<file path="src/rtl/rotary_level_scheduler_pkg.sv">
// Shared definitions for the rotary level scheduler.
//   wr_state_e   : write FSM state encoding (ST_IDLE, ST_REQ)
//   DEF_*        : default channel count, level width and reset level
//   wrap_inc     : modulo increment used for channel/pointer wrap
package rotary_level_scheduler_pkg;

  typedef enum logic {
    ST_IDLE = 1'b0,
    ST_REQ  = 1'b1
  } wr_state_e;

  localparam int DEF_NUM_CH  = 4;
  localparam int DEF_LEVEL_W = 4;
  localparam int DEF_LEVEL   = 8;

  function automatic int wrap_inc(input int v, input int n);
    return (v + 1 >= n) ? 0 : v + 1;
  endfunction

endpackage

</file>
<file path="src/rtl/rotary_level_scheduler_rr_dirty_picker.sv">
// Combinational round-robin pick: returns the first set dirty bit at or
// after rr_ptr, wrapping modulo NUM_CH.
//   dirty  in   NUM_CH  per-channel pending-write flags
//   rr_ptr in   CH_W    channel with highest priority this cycle
//   pick   out  CH_W    selected channel (0 when nothing is dirty)
//   any    out  1       at least one dirty bit set
module rr_dirty_picker #(
  parameter  int NUM_CH = 4,
  localparam int CH_W   = $clog2(NUM_CH)
) (
  input  logic [NUM_CH-1:0] dirty,
  input  logic [CH_W-1:0]   rr_ptr,
  output logic [CH_W-1:0]   pick,
  output logic              any
);

  int              idx;
  logic [CH_W-1:0] idx_c;

  // Scan from the farthest offset down to offset 0 so the nearest dirty
  // channel to rr_ptr is the last (winning) assignment.
  always_comb begin
    pick  = '0;
    idx   = 0;
    idx_c = '0;
    for (int i = NUM_CH - 1; i >= 0; i--) begin
      idx = int'(rr_ptr) + i;
      if (idx >= NUM_CH) idx = idx - NUM_CH;
      idx_c = CH_W'(idx);
      if (dirty[idx_c]) pick = idx_c;
    end
    any = |dirty;
  end

endmodule

</file>
<file path="src/rtl/rotary_level_scheduler.sv">
// Rotary level scheduler: owns NUM_CH per-channel levels edited by one
// rotary encoder and pushes changed levels round-robin onto a req/ack bus.
//   clk, reset            clock, synchronous active-high reset
//   step_inc, step_dec    one-cycle step pulses for the selected channel
//   sel_btn               debounced select level; rising edge advances cur_ch
//   cur_ch, cur_level     selected channel and its current level
//   wr_req/addr/data      write request, held with stable addr/data until ack
//   wr_ack                target accepts when wr_req & wr_ack
//   busy                  write pending or any channel dirty
//
// Write FSM
//   state   | meaning
//   ST_IDLE | no transfer; latches a round-robin pick when anything is dirty
//   ST_REQ  | wr_req high, waiting for wr_ack with addr/data held
module rotary_level_scheduler
  import rotary_level_scheduler_pkg::*;
#(
  parameter  int NUM_CH        = DEF_NUM_CH,
  parameter  int LEVEL_W       = DEF_LEVEL_W,
  parameter  int DEFAULT_LEVEL = DEF_LEVEL,
  localparam int CH_W          = $clog2(NUM_CH)
) (
  input  logic               clk,
  input  logic               reset,
  input  logic               step_inc,
  input  logic               step_dec,
  input  logic               sel_btn,
  output logic [CH_W-1:0]    cur_ch,
  output logic [LEVEL_W-1:0] cur_level,
  output logic               wr_req,
  output logic [CH_W-1:0]    wr_addr,
  output logic [LEVEL_W-1:0] wr_data,
  input  logic               wr_ack,
  output logic               busy
);

  localparam logic [LEVEL_W-1:0] LVL_MAX = '1;
  localparam logic [LEVEL_W-1:0] LVL_DEF = LEVEL_W'(DEFAULT_LEVEL);

  logic [LEVEL_W-1:0] level_q [NUM_CH];
  logic [NUM_CH-1:0]  dirty_q, dirty_d, set_mask, clr_mask;
  logic [CH_W-1:0]    cur_ch_q, rr_ptr_q, wr_addr_q, pick;
  logic [LEVEL_W-1:0] wr_data_q, new_level;
  logic               sel_q, sel_edge, any_dirty;
  logic               do_inc, do_dec, chg;
  logic               latch, ack_fire;
  // stale: the channel in flight changed after its data was latched, so the
  // ack must not clear its dirty bit.
  logic               stale_q, stale_d;
  wr_state_e          state_q, state_d;

  assign cur_ch    = cur_ch_q;
  assign cur_level = level_q[cur_ch_q];
  assign wr_addr   = wr_addr_q;
  assign wr_data   = wr_data_q;
  assign wr_req    = (state_q == ST_REQ);
  assign busy      = wr_req | (|dirty_q);

  // Saturated or cancelling steps produce no change and no dirty mark.
  assign do_inc    = step_inc & ~step_dec & (cur_level != LVL_MAX);
  assign do_dec    = step_dec & ~step_inc & (cur_level != '0);
  assign chg       = do_inc | do_dec;
  assign new_level = do_inc ? cur_level + LEVEL_W'(1) : cur_level - LEVEL_W'(1);
  assign set_mask  = chg ? (NUM_CH'(1) << cur_ch_q) : '0;
  assign sel_edge  = sel_btn & ~sel_q;

  // Set wins over clear when a change and the ack land together.
  assign dirty_d   = (dirty_q & ~clr_mask) | set_mask;

  rr_dirty_picker #(.NUM_CH(NUM_CH)) u_picker (
    .dirty  (dirty_q),
    .rr_ptr (rr_ptr_q),
    .pick   (pick),
    .any    (any_dirty)
  );

  always_comb begin
    state_d  = state_q;
    stale_d  = stale_q;
    clr_mask = '0;
    latch    = 1'b0;
    ack_fire = 1'b0;
    case (state_q)
      ST_IDLE: begin
        if (any_dirty) begin
          latch   = 1'b1;
          state_d = ST_REQ;
          stale_d = chg && (cur_ch_q == pick);
        end
      end
      ST_REQ: begin
        stale_d = stale_q | (chg && (cur_ch_q == wr_addr_q));
        if (wr_ack) begin
          ack_fire = 1'b1;
          state_d  = ST_IDLE;
          if (!stale_d) clr_mask = NUM_CH'(1) << wr_addr_q;
        end
      end
      default: state_d = ST_IDLE;
    endcase
  end

  always_ff @(posedge clk) begin
    if (reset) begin
      state_q <= ST_IDLE;
      stale_q <= 1'b0;
    end else begin
      state_q <= state_d;
      stale_q <= stale_d;
    end
  end

  always_ff @(posedge clk) begin
    if (reset) begin
      for (int i = 0; i < NUM_CH; i++) level_q[i] <= LVL_DEF;
      dirty_q   <= '1;
      cur_ch_q  <= '0;
      rr_ptr_q  <= '0;
      wr_addr_q <= '0;
      wr_data_q <= '0;
      sel_q     <= 1'b0;
    end else begin
      if (chg) level_q[cur_ch_q] <= new_level;
      if (sel_edge) cur_ch_q <= CH_W'(wrap_inc(int'(cur_ch_q), NUM_CH));
      sel_q   <= sel_btn;
      dirty_q <= dirty_d;
      if (latch) begin
        wr_addr_q <= pick;
        wr_data_q <= level_q[pick];
      end
      if (ack_fire) rr_ptr_q <= CH_W'(wrap_inc(int'(wr_addr_q), NUM_CH));
    end
  end

endmodule

</file>
<file path="config.mk">
export PLATFORM = sky130hd
export DESIGN_NAME = rotary_level_scheduler
export DESIGN_NICKNAME = d
export VERILOG_FILES = /design/src/rtl/rotary_level_scheduler_pkg.sv /design/src/rtl/rotary_level_scheduler_rr_dirty_picker.sv /design/src/rtl/rotary_level_scheduler.sv
export SDC_FILE = /design/constraint.sdc
export NUM_CORES = 1
export LEC_CHECK = 0
export CAP_MARGIN = 30
export CELL_PAD_IN_SITES_DETAIL_PLACEMENT = 2
export CELL_PAD_IN_SITES_GLOBAL_PLACEMENT = 2
export CORE_ASPECT_RATIO = 1.1
export CORE_MARGIN = 2
export CORE_UTILIZATION = 35
export DETAILED_ROUTE_END_ITERATION = 8
export GPL_TIMING_DRIVEN = 0
export PLACE_DENSITY_LB_ADDON = 0.1
export RECOVER_POWER = 100
export SYNTH_ARGS = -nofsm -noshare
export SYNTH_HDL_FRONTEND = slang
export SYNTH_SLANG_ARGS = --single-unit
</file>
<file path="constraint.sdc">
create_clock -name clk -period 6.96 [get_ports clk]
set_input_delay 1.392 -clock clk [delete_from_list [all_inputs] [get_ports clk]]
set_output_delay 1.392 -clock clk [all_outputs]
set_load 0.1 [all_outputs]
</file>
# Yosys cells after proc, flatten, opt, wreduce, memory -nomap -nowiden
# Memory sizes are Yosys's and may differ from the RTL's. A register that Yosys moved wholly into a read port is not among the register bits.
# Cells that the tools add are included.
# totals
reg_bits	13
mem_bits_rw	16
in_bits	6
out_inout_bits	14
elab_cells	96
n_memories	1
# classes
add_sub_neg	11
magnitude_cmp	10
eq_ne	4
shift	2
muxes	41
bitwise	15
reduce_logical	5
# mem_list
memory	words	width	read_ports	rd_ports_with_merged_regs	write_ports	line	rtl
level_q	4	4	2	2	4	rotary_level_scheduler.sv:40	logic [LEVEL_W-1:0] level_q [NUM_CH];
# op_table
op	n
2-bit two-way mux	13
4-bit two-way mux	6
1-bit two-way mux	16
3-bit greater-or-equal comparator (second input constant)	5
2-bit by 3-bit less-than comparator with 1-bit output (second input constant)	4
2-bit by 1-bit adder with 3-bit output (second input constant)	3
1-bit binary-select mux with 2-bit select	4
4-bit OR reduction	2
1-bit by 2-bit left shift with 4-bit output (first input constant)	2
2-bit by 1-bit subtractor with 2-bit output (second input constant)	4
2-bit by 2-bit adder with 3-bit output (second input constant)	2
1-bit AND	5
4-bit by 1-bit adder with 4-bit output (second input constant)	1
4-bit AND	1
2-bit == test	2
4-bit != test (second input constant)	1
1-bit inverter	4
4-bit inverter	1
4-bit OR	1
1-bit one-hot mux with 2 select lines	2
4-bit nonzero test	1
4-bit by 1-bit subtractor with 4-bit output (second input constant)	1
2-bit by 3-bit greater-or-equal comparator with 1-bit output (second input constant)	1
1-bit OR	3
other kinds (2)	3

# Longest topological paths before layout
# Gate-level depths: netlist of the first run.
# depth
ltp_word	13
ltp_mapped	10
depth_no_buf	9

# Modules after synthesis
# A second synthesis of the first run with hierarchy kept.
# hier_totals
hier_cells	175
area_unflattened_um2	1881.8
# modules_own_cells
mod	n_inst	cells_per_inst	area_each_um2	seq_area_each_um2
rotary_level_scheduler	1	162	1804.2	860.8
rr_dirty_picker	1	13	77.6	0.0

# Worst setup path after synthesis of the first run
# No wires, ideal clock.
# synth_path
path_type	flip-flop to flip-flop
start	reg (tool-made name)
end	mem level_q[0][3] (netlist name) (data pin)
setup_ns	0.263
t_arrival_ns	3.056
t_required_ns	6.697
slack_ns	3.641
path_stages_with_launch	10
n_path_buf	0
synth_period_minus_slack_ns	3.319
cell_sequence	dfxtp_1 mux4_1 a41oi_2 inv_1 ha_1 a21o_1 a21oi_1 xnor2_1 xnor2_1 nand2b_1
# synth_rtl
element	line
to (decl)	rotary_level_scheduler.sv:40

==> results of run 1 <==
==> cells by family after synthesis <==
kind of cell / Yosys count / share of synthesized area [%]
AOI/OAI and AO/OA: 38 / 16.2
xor gates and xnor gates: 7 / 3.14
adders and majority gates: 12 / 8.08
muxes: 9 / 7.83
buffers and inverters: 13 / 2.89
and+or+nand+nor: 67 / 17.7
DFF: 35 / 44.1
==> routing by layer <==
| metal | GRT usage [%] | part of all wire, % | vias up | routed length, um |
|---|---|---|---|---|
| li1 | - | - | 710 | - |
| met2 | 39.8 | 55 | 36 | 3200 |
| met3 | 3.40 | 3.3 | 6 | 191 |
| met1 | 24.4 | 42 | 769 | 2430 |
| met4 | 5.26 | 0.61 | 0 | 36 |
| met5 | 0 | 0 | - | 0 |
==> report_power, final <==
part / total (mW) / switching [mW] / internal, mW
Clock: 0.194 / 0.0792 / 0.114
Sequential: 0.243 / 0.0131 / 0.230
Combinational: 0.163 / 0.117 / 0.0454
==> final timing paths <==
check        startpoint  slack, ns       endpoint
max            step_dec       3.01  level_q[2][3]
min          wr_data[2]       0.46     wr_data[2]
max reg2reg        flop       3.55  level_q[2][3]
min reg2reg  wr_data[2]       0.46     wr_data[2]
==> cell type report <==
cell class	count	area [sq um]	area share, %
tap	75	93.8	4.07
clock buffer	8	123	5.32
multi-input combinational	133	980	42.5
inverter	7	26.3	1.14
sequential	35	861	37.4
buffer	6	30.0	1.30
timing repair buffer	19	190	8.26
==> placed cells by master, fill, tap and decap left out, types with 6 or more instances in the layout <==
cell,n
sky130_fd_sc_hd__nand3_1,9
sky130_fd_sc_hd__clkbuf_1,6
sky130_fd_sc_hd__ha_1,11
sky130_fd_sc_hd__inv_1,7
sky130_fd_sc_hd__dfxtp_1,19
sky130_fd_sc_hd__nor2_1,19
sky130_fd_sc_hd__nand2b_1,10
sky130_fd_sc_hd__dlygate4sd3_1,16
sky130_fd_sc_hd__a21oi_1,12
sky130_fd_sc_hd__edfxtp_1,16
sky130_fd_sc_hd__nand2_1,15
==> metrics by stage <==
step                worst slack, ns  util, %  cells  area, sq um  hold slack, ns
floorplan                      3.64        -    181         1950           0.475
global placement               3.01     41.4    275         2230           0.450
detailed placement             2.86     41.4    275         2230           0.459
CTS                            3.00     43.7    283         2360           0.470
global route                   2.83     42.7    283         2300           0.492
finish                         3.01     42.7    283         2300           0.464
==> sequential cells by signal (all words and copies together) (netlist names), named ones only <==
name	flops
rr_ptr_q	2
sel_q	1
level_q	16
cur_ch	2
wr_data	4
wr_req	1
stale_q	1
wr_addr	2
dirty_q	4
==> worst max-delay path, cell delays in order <==
cell and delay [ns]:
sky130_fd_sc_hd__dlygate4sd3_1 0.59, sky130_fd_sc_hd__nand2b_1 0.16, sky130_fd_sc_hd__a41oi_1 0.27, sky130_fd_sc_hd__o21bai_1 0.46
sky130_fd_sc_hd__nand2b_1 0.36, sky130_fd_sc_hd__or3_1 0.48, sky130_fd_sc_hd__nand2b_1 0.22
==> metrics.log, run 1 <==
INFO  metric outcome = finished clean
INFO  metric via_density_per_instance = 5.37
INFO  metric chipWidth = 75.2 um
INFO  metric synth_top_cells_by_area = sky130_fd_sc_hd__edfxtp_1 25%, sky130_fd_sc_hd__dfxtp_1 19%, sky130_fd_sc_hd__ha_1 7.1%, sky130_fd_sc_hd__nor2_1 3.7%, sky130_fd_sc_hd__a21oi_1 3.1%
INFO  metric placement_rows = 28
INFO  metric grt_pass1_vias = 1694
INFO  metric min_period = 3.95 ns
INFO  metric synth.top_cell.area_share = 24.6%
INFO  metric cts_buffers = 5
INFO  metric fin_tns_setup = 0 ns
INFO  metric postRouteAntennaNets = 0
INFO  metric ys.flop_type = sky130_fd_sc_hd__dfxtp_1
INFO  metric synth.largest_area_cell = sky130_fd_sc_hd__edfxtp_1
INFO  metric post_synth_inst_count = 181
INFO  metric finalWirelength = approximately 5900 um
INFO  metric cts.sinks = 35
INFO  metric syn_std_cell_area = 1950 sq um
INFO  metric cts.hold.buffers_added = 0
INFO  metric maxCapViolations = 0
INFO  metric worstPathRequired = 6.94 ns
INFO  metric final-setup-viol-count = 0
INFO  metric initialDrtViolationCount = 95
INFO  metric cts_tree = built
INFO  metric crit_type = in2reg
INFO  metric initial_core_util = 36.2%
INFO  metric drc = 0
INFO  metric yosysSeqAreaShare = 44.1%
INFO  metric postSynthNetCount = 199
INFO  metric end_kind = flop
INFO  metric synth_edf_count = 16
INFO  metric finalCritPeriodShare = 56.7%
INFO  metric leakage = 0.845 nW
INFO  metric num_antenna_cells = 0
INFO  metric worst-r2r-cell-count = 6
INFO  metric maxSlewViolCount = 0
INFO  metric vias = 1521
INFO  metric worst_hold_path.num_cells = 2
INFO  metric timing_worst_slew_pin_value = approximately 0.99 ns
INFO  metric achievable-frequency = around 250 MHz
INFO  metric hold_viol_final = 0
INFO  metric synth_async_sr_flop_share = 0%
INFO  metric drive_above_1_share = 8.65%
INFO  metric clock_insertion_delay_worst_skew = a little under 0.3 ns
INFO  metric place.port_buffers = 19
INFO  metric grt_antenna_before_repair = 0
INFO  metric crit_path_start_kind = input port
INFO  metric vdd_drop_max = 132 uV
INFO  metric h_tree_depth = 2
INFO  metric gr-total-overflow = 0
INFO  metric die_h = a little over 80 um
INFO  metric crit_path_max_fanout = 9
INFO  metric grt_setup_unrepaired = false
INFO  metric synth_area_per_cell = between 10 and 15 sq um
INFO  metric yosys-top-cells-count = 19 x sky130_fd_sc_hd__dfxtp_1, 19 x sky130_fd_sc_hd__nor2_1, 16 x sky130_fd_sc_hd__edfxtp_1
INFO  metric finalNetCount = 225
INFO  metric floorplan.die_area = 6190 sq um
INFO  metric powerDensity = 260 nW/um^2
INFO  metric place_hpwl = approximately 4500 um
INFO  metric skew = between 0.009 and 0.01 ns
INFO  metric hold_class = reg2reg
INFO  metric maxSlewHeadroom = between 30% and 40%
INFO  metric wl_per_cell = 20.7 um
INFO  metric firstDrtPassIters = 4
INFO  metric ys.warnings.count = 0
INFO  metric gr-usage-all-layers = 21.0%
INFO  metric post_cts.repair.setup_buffers = 0
INFO  metric syn_to_final_growth = 18.1%
INFO  metric worst_ep_arrival_time = around 4 ns
INFO  metric power.total = between 500 and 600 uW
INFO  metric num-fill-cells = 589
INFO  metric grt_start_max_net_pins = 12
INFO  metric synth_seq_cells = 35
INFO  metric cts.repair.resized = 0
INFO  metric synth_cell_types = ~40
INFO  metric clkSlewWorstSetupHoldPaths = 0.07 ns
INFO  metric io-pin-count = 20
INFO  metric core_area = 5400 sq um
INFO  metric finalWeightedCongestion = 0.783
INFO  metric grt_first_pass_wirelength = a little over 9000 um
INFO  metric cts.path.max_buffers = 2
INFO  metric clockRootBuffer = sky130_fd_sc_hd__clkbuf_8
Power figures use the tool's default switching activity.
==> run 2: changes to the inputs <==
clock period = 4.05 ns   (was 6.96 ns; I/O delays follow)
==> metrics.log, run 2 (synthesized netlist as in run 1, its figures left out) <==
INFO  metric die_h = 82.3 um (unchanged)
INFO  metric finalCritPeriodShare = 84.3%
INFO  metric h_tree_depth = 2 (unchanged)
INFO  metric final-setup-viol-count = 0 (unchanged)
INFO  metric clkSlewWorstSetupHoldPaths = 0.07 ns (about the same)
INFO  metric drc = 0 (unchanged)
INFO  metric crit_type = reg2reg
INFO  metric most_frequent_cells_in_the_layout = 19 x sky130_fd_sc_hd__nor2_1, 19 x sky130_fd_sc_hd__dfxtp_1, 16 x sky130_fd_sc_hd__edfxtp_1, 15 x sky130_fd_sc_hd__nand2_1, 15 x sky130_fd_sc_hd__dlygate4sd3_1
INFO  metric leakage = 0.845 nW (about the same)
INFO  metric core_area = 5400 sq um (unchanged)
INFO  metric top_register = level_q
INFO  metric cts_tree = built
INFO  metric syn_to_final_growth = 18.1% (unchanged)
INFO  metric post_cts.repair.setup_buffers = 0 (unchanged)
INFO  metric initialDrtViolationCount = 95 (unchanged)
INFO  metric worstPathRequired = 4.03 ns (-2.91 ns)
INFO  metric firstDrtPassIters = 4 (unchanged)
INFO  metric min_period = between 3 and 4 ns
INFO  metric io-pin-count = 20 (unchanged)
INFO  metric grt_start_max_net_pins = 12 (unchanged)
INFO  metric finalWirelength = 5860 um (about the same)
INFO  metric timing_worst_slew_pin_value = 0.994 ns (unchanged)
INFO  metric maxCapViolations = 0 (unchanged)
INFO  metric wl_per_cell = 20.7 um (about the same)
INFO  metric cts.hold.buffers_added = 0 (unchanged)
INFO  metric floorplan.die_area = 6190 sq um (unchanged)
INFO  metric drive_above_1_share = 8.65% (unchanged)
INFO  metric postRouteAntennaNets = 0 (unchanged)
INFO  metric powerDensity = 447 nW/um^2 (+72%)
INFO  metric holdWs = 0.464 ns (unchanged)
INFO  metric clock_insertion_delay_worst_skew = 0.29 ns (about the same)
INFO  metric maxSlewViolCount = 0 (unchanged)
INFO  metric chipWidth = 75.2 um (unchanged)
INFO  metric largest_register_ffs = 16 (unchanged)
INFO  metric grt_pass1_vias = 1694 (unchanged)
INFO  metric num_antenna_cells = 0 (unchanged)
INFO  metric initial_core_util = 36.2% (unchanged)
INFO  metric crit_path_max_fanout = 9 (unchanged)
INFO  metric cts.sinks = 35 (unchanged)
INFO  metric skew = 0.00908 ns (unchanged)
INFO  metric cts.path.max_buffers = 2 (unchanged)
INFO  metric grt_antenna_before_repair = 0 (unchanged)
INFO  metric hold_class = reg2reg
INFO  metric maxSlewHeadroom = 33.5% (unchanged)
INFO  metric end_kind = flop
INFO  metric clockRootBuffer = sky130_fd_sc_hd__clkbuf_8
INFO  metric gr-usage-all-layers = 21.0% (unchanged)
INFO  metric cts_buffers = 5 (unchanged)
INFO  metric grt_setup_unrepaired = false
INFO  metric crit_path_start_kind = flop
INFO  metric place.port_buffers = 19 (unchanged)
INFO  metric place_hpwl = 4530 um (unchanged)
INFO  metric fin_tns_setup = 0 ns (unchanged)
INFO  metric achievable-frequency = 293 MHz
INFO  metric placement_rows = 28 (unchanged)
INFO  metric gr-total-overflow = 0 (unchanged)
INFO  metric via_density_per_instance = 5.37 (unchanged)
INFO  metric worst_ep_arrival_time = 3.40 ns (-0.53 ns)
INFO  metric cts.repair.resized = 0 (unchanged)
INFO  metric finalWeightedCongestion = 0.783 (unchanged)
INFO  metric hold_viol_final = 0 (unchanged)
INFO  metric outcome = finished clean
INFO  metric num-fill-cells = 589 (unchanged)
INFO  metric finalNetCount = 225 (unchanged)
INFO  metric grt_first_pass_wirelength = 9230 um (unchanged)
INFO  metric vias = 1521 (unchanged)
INFO  metric vdd_drop_max = 227 uV (+72%)
run 2: changes by cell type in the layout (fill, tap and decap cells not counted):
cell / before / now
sky130_fd_sc_hd__dlygate4sd3_1: 16 / 15
sky130_fd_sc_hd__clkdlybuf4s50_1: 3 / 4
run 2: routing by layer:
metal  routed length (um)  part of all wire [%]  track usage, %  vias up
met5                    0                     0               0        -
met2                 3200                    55            39.8       36
met1                 2430                    42            24.4      769
met3                  191                   3.3            3.40        6
met4                   36                  0.61            5.26        0
li1                     -                     -               -      710
run 2: power breakdown:
group / internal (mW) / switching [mW]
Clock: 0.197 / 0.136
Sequential: 0.396 / 0.0226
Combinational: 0.0783 / 0.202
run 2: area by class of cell:
class / count / area, sq um / share of cell area, %
sequential: 35 / 861 / 37.4
buffer: 6 / 30.0 / 1.30
timing repair buffer: 19 / 190 / 8.26
inverter: 7 / 26.3 / 1.14
multi-input combinational: 133 / 980 / 42.5
clock buffer: 8 / 123 / 5.32
tap: 75 / 93.8 / 4.07
run 2: worst paths after layout:
check              from       endpoint  slack [ns]  cells past startpoint
max                flop  level_q[2][3]        0.64                      6
min          wr_data[2]     wr_data[2]        0.46                      2
max reg2reg        flop  level_q[2][3]        0.64                      6
min reg2reg  wr_data[2]     wr_data[2]        0.46                      2
run 2: through the flow:
stage / setup WS [ns] / instances / instance area (sq um) / total power, mW / utilization, %
finish: 0.635 / 283 / 2300 / 1.03 / 42.7
floorplan: 0.731 / 181 / 1950 / 0.633 / -
global placement: 0.686 / 275 / 2230 / 0.710 / 41.4
detailed placement: 0.536 / 275 / 2230 / 0.724 / 41.4
global route: 0.406 / 283 / 2300 / 1.07 / 42.7
CTS: 0.672 / 283 / 2360 / 1.05 / 43.7
run 2: worst max-delay path, cell delays in order, from the launching register on:
cell                       delay, ns
sky130_fd_sc_hd__dfxtp_1        0.50
sky130_fd_sc_hd__mux4_1         0.73
sky130_fd_sc_hd__a41oi_1        0.37
sky130_fd_sc_hd__o21bai_1       0.46
sky130_fd_sc_hd__nand2b_1       0.36
sky130_fd_sc_hd__or3_1          0.48
sky130_fd_sc_hd__nand2b_1       0.22
==> run 3: changes to the inputs <==
clock period = 3.2 ns   (was 4.05 ns; I/O delays follow)
==> metrics.log, run 3 (synthesized netlist as in run 1, its figures left out) <==
INFO  metric grt_setup_unrepaired = false
INFO  metric postRouteAntennaNets = 0 (unchanged)
INFO  metric hold_path.startpoint = wr_data[3]
INFO  metric postLayoutCoreUtil = 41.9% (-0.81 points)
INFO  metric place_ws = -0.0823 ns (-0.618 ns)
INFO  metric placement_rows = 28 (unchanged)
INFO  metric intPower = 756 uW (+13%)
INFO  metric critPathSlowestCell = sky130_fd_sc_hd__clkdlybuf4s50_1
INFO  metric wl_per_cell = 18.8 um (-9.1%)
INFO  metric num_antenna_cells = 0 (unchanged)
INFO  metric drive_above_1_share = 10.6% (+1.9 points)
INFO  metric p_sw = 430 uW (+19%)
INFO  metric firstDrtPassIters = 4 (unchanged)
INFO  metric place.port_buffers = 19 (unchanged)
INFO  metric final-setup-viol-count = 0 (unchanged)
INFO  metric most_common_library_cell_in_the_layout_ignoring_fill_and_taps = sky130_fd_sc_hd__nor2_1
INFO  metric place_hpwl = 4200 um (-7.2%)
INFO  metric end_kind = output pin
INFO  metric comb_power_share = 29.3% (+2.1 points)
INFO  metric grt_start_max_net_pins = 11 (-1)
INFO  metric cts_buffers = 5 (unchanged)
INFO  metric cts.sinks = 35 (unchanged)
INFO  metric chipWidth = 75.2 um (unchanged)
INFO  metric powerDensity = 525 nW/um^2 (+17%)
INFO  metric gr-usage-all-layers = 19.4% (-1.6 points)
INFO  metric floorplan.die_area = 6190 sq um (unchanged)
INFO  metric syn_to_final_growth = 15.8%
INFO  metric crit_path_cell_trace = nor4_1 > nand2b_1 > clkdlybuf4s50_1
INFO  metric min_period = 3.07 ns
INFO  metric num-fill-cells = 620 (+5.3%)
INFO  metric crit_type = reg2out
INFO  metric vias = 1461 (-3.9%)
INFO  metric grt_antenna_before_repair = 0 (unchanged)
INFO  metric worst-r2r-cell-count = 7 (+1)
INFO  metric largest_register_ffs = 16 (unchanged)
INFO  metric maxCapViolations = 0 (unchanged)
INFO  metric clkSlewWorstSetupHoldPaths = 0.07 ns (about the same)
INFO  metric post_cts.repair.setup_buffers = 0 (unchanged)
INFO  metric finalWirelength = 5320 um (-9.1%)
INFO  metric gr-total-overflow = 0 (unchanged)
INFO  metric worst_hold_path.num_cells = 2 (unchanged)
INFO  metric clockRootBuffer = sky130_fd_sc_hd__clkbuf_8
INFO  metric finalWeightedCongestion = 0.816 (+4.3%)
INFO  metric timing_worst_slew_pin_value = 0.984 ns (-0.0101 ns)
INFO  metric hold_class = reg2reg
INFO  metric maxSlewHeadroom = 34.2% (+0.69 points)
INFO  metric leakage = 0.829 nW (-1.9%)
INFO  metric die_h = 82.3 um (unchanged)
INFO  metric crit_path_start_kind = flop
INFO  metric worst_path_largest_cell_delay = 1.01 ns (+0.28 ns)
INFO  metric drc = 0 (unchanged)
INFO  metric finalCritPeriodShare = 95.9%
INFO  metric maxSlewViolCount = 0 (unchanged)
INFO  metric clock_insertion_delay_worst_skew = 0.29 ns (about the same)
INFO  metric p_sw_share = 36.2% (+1.3 points)
INFO  metric hold_viol_final = 0 (unchanged)
INFO  metric critical-path-top-delay-family = buffers and inverters
INFO  metric cp.buffers_inverters = 1 (+1)
INFO  metric grt_first_pass_wirelength = 8780 um (-4.9%)
INFO  metric achievable-frequency = 326 MHz
INFO  metric via_density_per_instance = 5.16 (-3.9%)
INFO  metric initial_core_util = 36.2% (unchanged)
INFO  metric core_area = 5400 sq um (unchanged)
INFO  metric power_frac_clock = 26.1% (-6.2 points)
INFO  metric vdd_drop_max = 252 uV (+11%)
INFO  metric skew = 0.00630 ns (-0.00278 ns)
INFO  metric io-pin-count = 20 (unchanged)
INFO  metric fin_ws = 0.133 ns (-0.503 ns)
INFO  metric seq_power_share = 44.6% (+4.0 points)
INFO  metric initialDrtViolationCount = 110 (+16%)
INFO  metric fin_tns_setup = 0 ns (unchanged)
INFO  metric setup.worst_path.start = dirty_q[2]
INFO  metric worst_ep_arrival_time = 2.43 ns (-0.97 ns)
INFO  metric grt_pass1_vias = 1677 (-1.0%)
INFO  metric top_register = level_q
INFO  metric finalNetCount = 225 (unchanged)
INFO  metric h_tree_depth = 2 (unchanged)
INFO  metric outcome = finished clean
INFO  metric multi_input_area = 976 sq um (-0.38%)
INFO  metric most_frequent_cells_in_the_layout = 19 x sky130_fd_sc_hd__nor2_1, 18 x sky130_fd_sc_hd__dfxtp_1, 16 x sky130_fd_sc_hd__edfxtp_1, 15 x sky130_fd_sc_hd__nand2_1, 14 x sky130_fd_sc_hd__dlygate4sd3_1
INFO  metric holdWs = 0.454 ns (-0.0101 ns)
INFO  metric cts_tree = built
INFO  metric cts.path.max_buffers = 2 (unchanged)
INFO  metric path_length_in_cells_of_the_critical_path = 3 (-3)
INFO  metric crit_path_max_fanout = 4 (-5)
INFO  metric worstPathRequired = 2.56 ns (-1.47 ns)
INFO  metric ff_latch_area = 862 sq um (+0.15%)
-- run 3: area by class of cell --
type,instances,share of cell area [%]
sequential,35,38.2
clock inverter,1,0.221
inverter,7,1.16
clock buffer,7,3.38
multi-input combinational,133,43.2
timing repair buffer,19,8.42
tap,75,4.15
buffer,6,1.33
-- run 3: repair_timing --
item | 4_1_cts | 5_1_grt
gates resized for setup | 0 | 2
endpoints found under the setup margin | 0 | 5
hold buffers | 0 | 0
-- run 3: tightest hold or removal path, stage by stage (launching register included) --
cell	delay [ns]
sky130_fd_sc_hd__dfxtp_1	0.31
sky130_fd_sc_hd__nand2_1	0.05
sky130_fd_sc_hd__a21oi_1	0.05
-- run 3: stage by stage --
step	cell area [sq um]	power (mW)	std cells
floorplan	1940	0.802	181
global placement	2230	0.889	275
detailed placement	2230	0.906	275
CTS	2310	1.22	283
global route	2260	1.25	283
finish	2260	1.19	283
-- run 3: worst paths after layout --
path                endpoint  slack (ns)
setup / recovery        busy        0.13
hold reg to reg   wr_data[3]        0.45
setup reg to reg  dirty_q[0]        0.27
hold / removal    wr_data[3]        0.45
-- run 3: routing by layer --
layer | global-route usage [%] | vias up | wire [um] | part of all wire [%]
met3 | 3.40 | 8 | 140 | 2.6
met4 | 5.09 | 0 | 55 | 1.0
met5 | 0 | - | 0 | 0
li1 | - | 701 | - | -
met2 | 34.2 | 25 | 2700 | 51
met1 | 24.5 | 727 | 2430 | 46
-- run 3: power groups by stage --
stage	clock network (mW)	logic, mW	registers, mW
2_1_floorplan	0	0.210	0.592
3_3_place_gp	0	0.352	0.538
3_5_place_dp	0	0.366	0.540
4_1_cts	0.320	0.367	0.530
5_1_grt	0.344	0.377	0.532
6_report	0.310	0.347	0.529
